$ cat src/rtl/sa_feed_ctrl.sv
// ---------------------------------------------------------------------------
// sa_feed_ctrl
//
// Sequencer for the systolic-array input path. On a start command it clears
// the PE accumulators, takes K row vectors from the operand buffer and
// forwards each one to the per-lane skew delay lines. It then waits for the
// array to fill and drain, and finally pulses done.
//
// Handshake: a vector moves from upstream in any cycle where i_vld and o_rdy
// are both high. o_rdy depends only on state: it is high for every FEED
// cycle and does not depend on i_vld. Upstream holds i_dat stable while
// i_vld is high. The skew lines have no back-pressure. o_row_vld marks a
// valid o_row_dat for exactly one cycle.
//
// Ports:
//   clk, rst      clock; synchronous active-high reset
//   i_start       start pulse (ignored while o_busy)
//   i_cfg_k       number of vectors to feed, sampled with i_start
//   i_abort       abandon the current operation (no done pulse)
//   i_vld, i_dat  upstream vector stream; lane j = i_dat[j*DAT_WIDTH +: DAT_WIDTH]
//   o_rdy         upstream ready (combinational, high in FEED)
//   o_row_vld     vector valid into skew lines (registered)
//   o_row_dat     vector into skew lines (registered, held when invalid)
//   o_acc_clr     one-cycle accumulator clear, before the first vector
//   o_busy        operation in progress (state != IDLE)
//   o_done        one-cycle completion pulse
//   o_dbg_state   current FSM state, for observation only
// ---------------------------------------------------------------------------
module sa_feed_ctrl #(
    parameter int N         = 4,
    parameter int DAT_WIDTH = 16,
    parameter int K_WIDTH   = 8,
    parameter int PE_LAT    = 1
) (
    input  logic                   clk,
    input  logic                   rst,
    input  logic                   i_start,
    input  logic [K_WIDTH-1:0]     i_cfg_k,
    input  logic                   i_abort,
    input  logic                   i_vld,
    input  logic [N*DAT_WIDTH-1:0] i_dat,
    output logic                   o_rdy,
    output logic                   o_row_vld,
    output logic [N*DAT_WIDTH-1:0] o_row_dat,
    output logic                   o_acc_clr,
    output logic                   o_busy,
    output logic                   o_done,
    output logic [1:0]             o_dbg_state
);

    // Cycles from the last issued vector to the last PE result being valid.
    // It must be at least 1 so that done can be raised from a registered
    // compare.
    localparam int DRAIN_CYC = 2 * (N - 1) + PE_LAT;
    localparam int DRN_W     = $clog2(DRAIN_CYC + 1);
    localparam logic [DRN_W-1:0] DRAIN_LD = DRN_W'(DRAIN_CYC);

    typedef enum logic [1:0] {
        S_IDLE  = 2'd0,
        S_CLR   = 2'd1,
        S_FEED  = 2'd2,
        S_DRAIN = 2'd3
    } state_t;

    state_t              r_state;
    state_t              w_state_nxt;
    logic [K_WIDTH-1:0]  r_k;
    logic [K_WIDTH-1:0]  w_k_nxt;
    logic [K_WIDTH-1:0]  r_cnt;
    logic [K_WIDTH-1:0]  w_cnt_nxt;
    logic [DRN_W-1:0]    r_drn;
    logic [DRN_W-1:0]    w_drn_nxt;
    logic                w_row_vld_nxt;
    logic                w_acc_clr_nxt;
    logic                w_done_nxt;
    logic                w_xfer;
    logic                w_last;

    assign o_rdy       = (r_state == S_FEED);
    assign o_dbg_state = r_state;
    assign w_xfer      = o_rdy && i_vld;
    // k is never 0 outside IDLE, so k-1 does not wrap here.
    assign w_last      = w_xfer && (r_cnt == r_k - 1'b1);

    // State register
    always_ff @(posedge clk) begin
        if (rst) begin
            r_state <= S_IDLE;
        end else begin
            r_state <= w_state_nxt;
        end
    end

    // Next state and next values of registered outputs
    always_comb begin
        w_state_nxt   = r_state;
        w_k_nxt       = r_k;
        w_cnt_nxt     = r_cnt;
        w_drn_nxt     = r_drn;
        w_row_vld_nxt = 1'b0;
        w_acc_clr_nxt = 1'b0;
        w_done_nxt    = 1'b0;

        case (r_state)
            S_IDLE: begin
                if (i_start) begin
                    if (i_cfg_k != '0) begin
                        w_k_nxt       = i_cfg_k;
                        w_state_nxt   = S_CLR;
                        w_acc_clr_nxt = 1'b1;
                    end else begin
                        // Empty job: complete at once without leaving IDLE.
                        w_done_nxt = 1'b1;
                    end
                end
            end
            S_CLR: begin
                w_cnt_nxt   = '0;
                w_state_nxt = S_FEED;
            end
            S_FEED: begin
                if (w_xfer) begin
                    w_row_vld_nxt = 1'b1;
                    w_cnt_nxt     = r_cnt + 1'b1;
                    if (w_last) begin
                        w_state_nxt = S_DRAIN;
                        w_drn_nxt   = DRAIN_LD;
                    end
                end
            end
            S_DRAIN: begin
                // The counter is DRAIN_CYC in the cycle of the last o_row_vld.
                // Done is registered at 1, so it appears DRAIN_CYC cycles
                // later. That is the final DRAIN cycle, where the count is 0.
                if (r_drn == '0) begin
                    w_state_nxt = S_IDLE;
                end else begin
                    w_drn_nxt = r_drn - DRN_W'(1);
                    if (r_drn == DRN_W'(1)) begin
                        w_done_nxt = 1'b1;
                    end
                end
            end
            default: w_state_nxt = S_IDLE;
        endcase

        // Abort overrides everything, including a transfer in the same
        // cycle as the last vector.
        if (i_abort && (r_state != S_IDLE)) begin
            w_state_nxt   = S_IDLE;
            w_row_vld_nxt = 1'b0;
            w_acc_clr_nxt = 1'b0;
            w_done_nxt    = 1'b0;
        end
    end

    // Counters and registered outputs
    always_ff @(posedge clk) begin
        if (rst) begin
            r_k       <= '0;
            r_cnt     <= '0;
            r_drn     <= '0;
            o_row_vld <= 1'b0;
            o_row_dat <= '0;
            o_acc_clr <= 1'b0;
            o_busy    <= 1'b0;
            o_done    <= 1'b0;
        end else begin
            r_k       <= w_k_nxt;
            r_cnt     <= w_cnt_nxt;
            r_drn     <= w_drn_nxt;
            o_row_vld <= w_row_vld_nxt;
            if (w_row_vld_nxt) begin
                o_row_dat <= i_dat;
            end
            o_acc_clr <= w_acc_clr_nxt;
            o_busy    <= (w_state_nxt != S_IDLE);
            o_done    <= w_done_nxt;
        end
    end

endmodule

$ cat config.mk
export PLATFORM = sky130hd
export DESIGN_NAME = sa_feed_ctrl
export DESIGN_NICKNAME = d
export VERILOG_FILES = /design/src/rtl/sa_feed_ctrl.sv
export SDC_FILE = /design/constraint.sdc
export NUM_CORES = 1
export LEC_CHECK = 0
export ABC_AREA = 0
export CELL_PAD_IN_SITES_DETAIL_PLACEMENT = 1
export CELL_PAD_IN_SITES_GLOBAL_PLACEMENT = 1
export CORE_UTILIZATION = 30
export CTS_BUF_LIST = sky130_fd_sc_hd__clkbuf_8 sky130_fd_sc_hd__clkbuf_16
export CTS_CLUSTER_DIAMETER = 100
export DETAILED_ROUTE_END_ITERATION = 10
export PLACE_DENSITY_LB_ADDON = 0.1
export SLEW_MARGIN = 0
export SYNTH_ARGS = -nofsm -noshare
export SYNTH_HDL_FRONTEND = slang
export SYNTH_SLANG_ARGS = --single-unit
$ cat constraint.sdc
create_clock -name clk -period 2.7 [get_ports clk]
set_input_delay 0.27 -clock clk [delete_from_list [all_inputs] [get_ports clk]]
set_output_delay 0.27 -clock clk [all_outputs]
set_load 0.01 [all_outputs]
==> flow_metrics.tcl, run 1 <==
set metrics [dict create \
    cts_buffer_depth 2 \
    ys_types 40 \
    cp.arrival_ps 2560 \
    synth.area.top_cells "dfxtp_1 49%, nand2_1 16%, a21oi_1 11%" \
    grt_overflow 0 \
    slew_headroom_pct 66.2 \
    clock-root-buffer "clkbuf_16" \
    die_h_microns 112 \
    seq_area_sq_um 1780 \
    synth_mux_area_share_pct 2.40 \
    diodes 0 \
    synth-xor-area-share_pct 2.64 \
    rsz0062_at_grt "false" \
    synth_area_sq_um 3650 \
    ant_nets 0 \
    seq_power_share_pct 44.0 \
    clk_latency_ps 340 \
    power.switching_mw 0.906 \
    cts.clk_slew.worst_paths_ps 60 \
    dr_total_vias 3588 \
    cts_htree_levels 3 \
    yosys.area.top_type "dfxtp_1" \
    area_growth_pct 52.6 \
    netlist_top_cells_count "156 x nand2_1, 89 x dfxtp_1, 81 x a21oi_1" \
    tns_ps 0 \
    tightest_slew_ps 508 \
    max_freq_mhz 428 \
    cts_buffers 9 \
    seq_area_frac_synth_pct 48.8 \
    synthFlopType "dfxtp_1" \
    dr.pass1.iters 7 \
    syn_inst 458 \
    tritoncts "yes" \
    final_area_sq_um 5570 \
    grtUsageTotal_pct 18.3 \
    rows 39 \
    cts.sinks 89 \
    finalSetupViolations 0 \
    cp-end-kind "flip-flop" \
    finalWorstSetupSlack_ps 365 \
    dp_hpwl_microns 7950 \
    totalWireLength_microns 11200 \
    post_cts_buffers 0 \
    synth_simple_gate_area_share_pct 23.9 \
    preCtsSetupSlack_ps 339 \
    cap_violations 0 \
    fin_crit_sh_pct 86.5 \
    path_class "flip-flop to flip-flop" \
    p_leak_nw 1.92 \
    grt_max_degree 65 \
    ir_drop_mv 0.335 \
    core_sq_um 11600 \
    synth-adder-area-share_pct 3.09 \
    nets 682 \
    fillers 1397 \
    synth_top_family_by_area "simple AND/OR/NAND/NOR gates" \
    yosysMostFrequentCell "nand2_1" \
    clock_skew_ps 4.60 \
    ys_ff_latch 89 \
    power_mw 3.26 \
    die_area_sq_um 12600 \
    avgRoutedWirePerCell_microns 15.0 \
    synthArstFlopShare_pct 0 \
    holdBufCountCts 0 \
    hold_viol 0 \
    yosys_warnings 0 \
    p_comb_share_pct 20.6 \
    grt_pass1_wl_microns 18100 \
    p_sw_share_pct 27.8 \
    drc 4 \
    synth.top_cell.area_share_pct 48.8 \
    gp_congestion 0.766 \
    synth_edf_count 0 \
    p_clk_share_pct 35.4 \
    multi_input_area_sq_um 1750 \
    fin_crit_ps 2340 \
    powerDensity_nw_per_um2 585 \
    via_per_inst 4.82 \
    antenna_found_initial 0 \
    io_pins 148 \
    grt_pass1_vias 3759 \
    syn-num-nets 544 \
    drv_slew 0 \
    violations "DRC" \
    port_buffers 147 \
    final_util_pct 47.9 \
    crit_fanout 6 \
    place_area_sq_um 5290 \
    startpoint_type "flip-flop" \
    ctsResizeCount 0 \
    drive_gt1_share_pct 5.99 \
    hold_class "input port to flip-flop" \
    start_util_pct 31.4 \
    status "finished, violations left" \
    drt_iter0_markers 91 \
    avgSynthCellArea_sq_um 7.97 \
    p_int_mw 2.35 \
    cp.required_ps 2920 \
    synth_compound_area_share_pct 15.6 \
    die_w_microns 112 \
]
==> worst max-delay path, stage by stage (launching register included) <==
cell and delay, ps:
dfxtp_1 360, or4_4 560, nor4_2 270, a211oi_1 110
a2111oi_4 550, mux2_1 370
==> layer usage <==
metal  routed length [microns]  GRT usage [%]  vias to the layer above
met1                      4440           19.4                     1695
li1                          -              -                     1799
met2                      5660           32.6                       80
met4                       215           8.09                        0
met3                       869           6.59                       14
met5                         0              0                        -
==> per-stage QoR <==
step           cells  hold WS (ps)
2_1_floorplan    458           406
6_report         744           284
3_3_place_gp     728           440
4_1_cts          744           280
5_1_grt          744           306
3_5_place_dp     728           446
==> sequential cells by signal, indices dropped and copies added (netlist names) <==
| name | count |
|---|---|
| o_acc_clr | 1 |
| o_busy | 1 |
| o_dbg_state | 2 |
| o_done | 1 |
| o_row_dat | 64 |
| o_row_vld | 1 |
| r_cnt | 8 |
| r_drn | 3 |
| r_k | 8 |
==> area by class of cell <==
cell class | instances | share of cell area, %
clock buffers | 10 | 4.29
clock inverters | 6 | 0.629
inverters | 7 | 0.472
multi-input cells | 335 | 31.4
flip-flops and latches | 89 | 32.0
well taps | 143 | 3.21
repair buffers | 154 | 28.0
==> power groups by stage <==
| stage | Sequential (mW) | Clock (mW) | Combinational [mW] |
|---|---|---|---|
| detailed placement | 1.46 | 0 | 0.673 |
| global route | 1.44 | 1.26 | 0.733 |
| CTS | 1.43 | 1.20 | 0.679 |
| global placement | 1.46 | 0 | 0.662 |
| finish | 1.43 | 1.15 | 0.669 |
| floorplan | 1.47 | 0 | 0.342 |
==> logic make-up (layout without fill, tap and decap cells) <==
| family | count (synthesis) | in the layout |
|---|---|---|
| buf+inv | 34 | 177 |
| compound gates | 99 | 99 |
| fa+ha+maj | 9 | 9 |
| mux | 8 | 8 |
| xor+xnor | 11 | 11 |
| flops | 89 | 89 |
| simple gates | 208 | 208 |
==> path summary, 6_finish.rpt <==
kind / start / endpoint / slack, ps / cells after the start
setup reg to reg: r_k[0] / r_drn[2] / 360 / 5
hold / removal: rst / o_row_vld / 280 / 3
hold reg to reg: o_row_dat[44] / o_row_dat[44] / 450 / 2
setup / recovery: r_k[0] / r_drn[2] / 360 / 5
==> placed cells by master (no fill, tap or decap), types with 2 or more instances in the layout <==
cell type        synthesis  layout
nor3_1                   6       6
o21ai_0                  2       2
nand2b_1                 3       2
buf_12                   0       3
nand3_1                  7       7
clkbuf_16                0       9
nor4_1                   2       2
inv_1                    7       8
mux2_2                   3       3
a41oi_1                  2       2
or2_2                    4       4
mux2_1                   3       3
a311oi_1                 3       3
dfxtp_1                 89      89
buf_4                    0       4
xnor2_1                  6       6
a221oi_1                 2       2
xor2_1                   5       5
mux2i_1                  2       2
a21oi_1                 81      81
clkinv_2                 0       3
nor2b_1                  2       2
nor2_1                  17      16
ha_1                     9       9
clkdlybuf4s50_1          0     146
nand2_1                156     156
and3_1                   3       3
(Power assumes the default switching activity.)
==> run 2: changes to the inputs <==
--- a/config.mk
+++ b/config.mk
@@ -12,6 +12,7 @@
 export CTS_BUF_LIST = sky130_fd_sc_hd__clkbuf_8 sky130_fd_sc_hd__clkbuf_16
 export CTS_CLUSTER_DIAMETER = 100
 export DETAILED_ROUTE_END_ITERATION = 10
+export GPL_TIMING_DRIVEN = 1
 export PLACE_DENSITY_LB_ADDON = 0.1
 export SLEW_MARGIN = 0
 export SYNTH_ARGS = -nofsm -noshare
==> results of run 2 <==
Same layout as run 1: the final DEF is identical, and so are final timing and power.
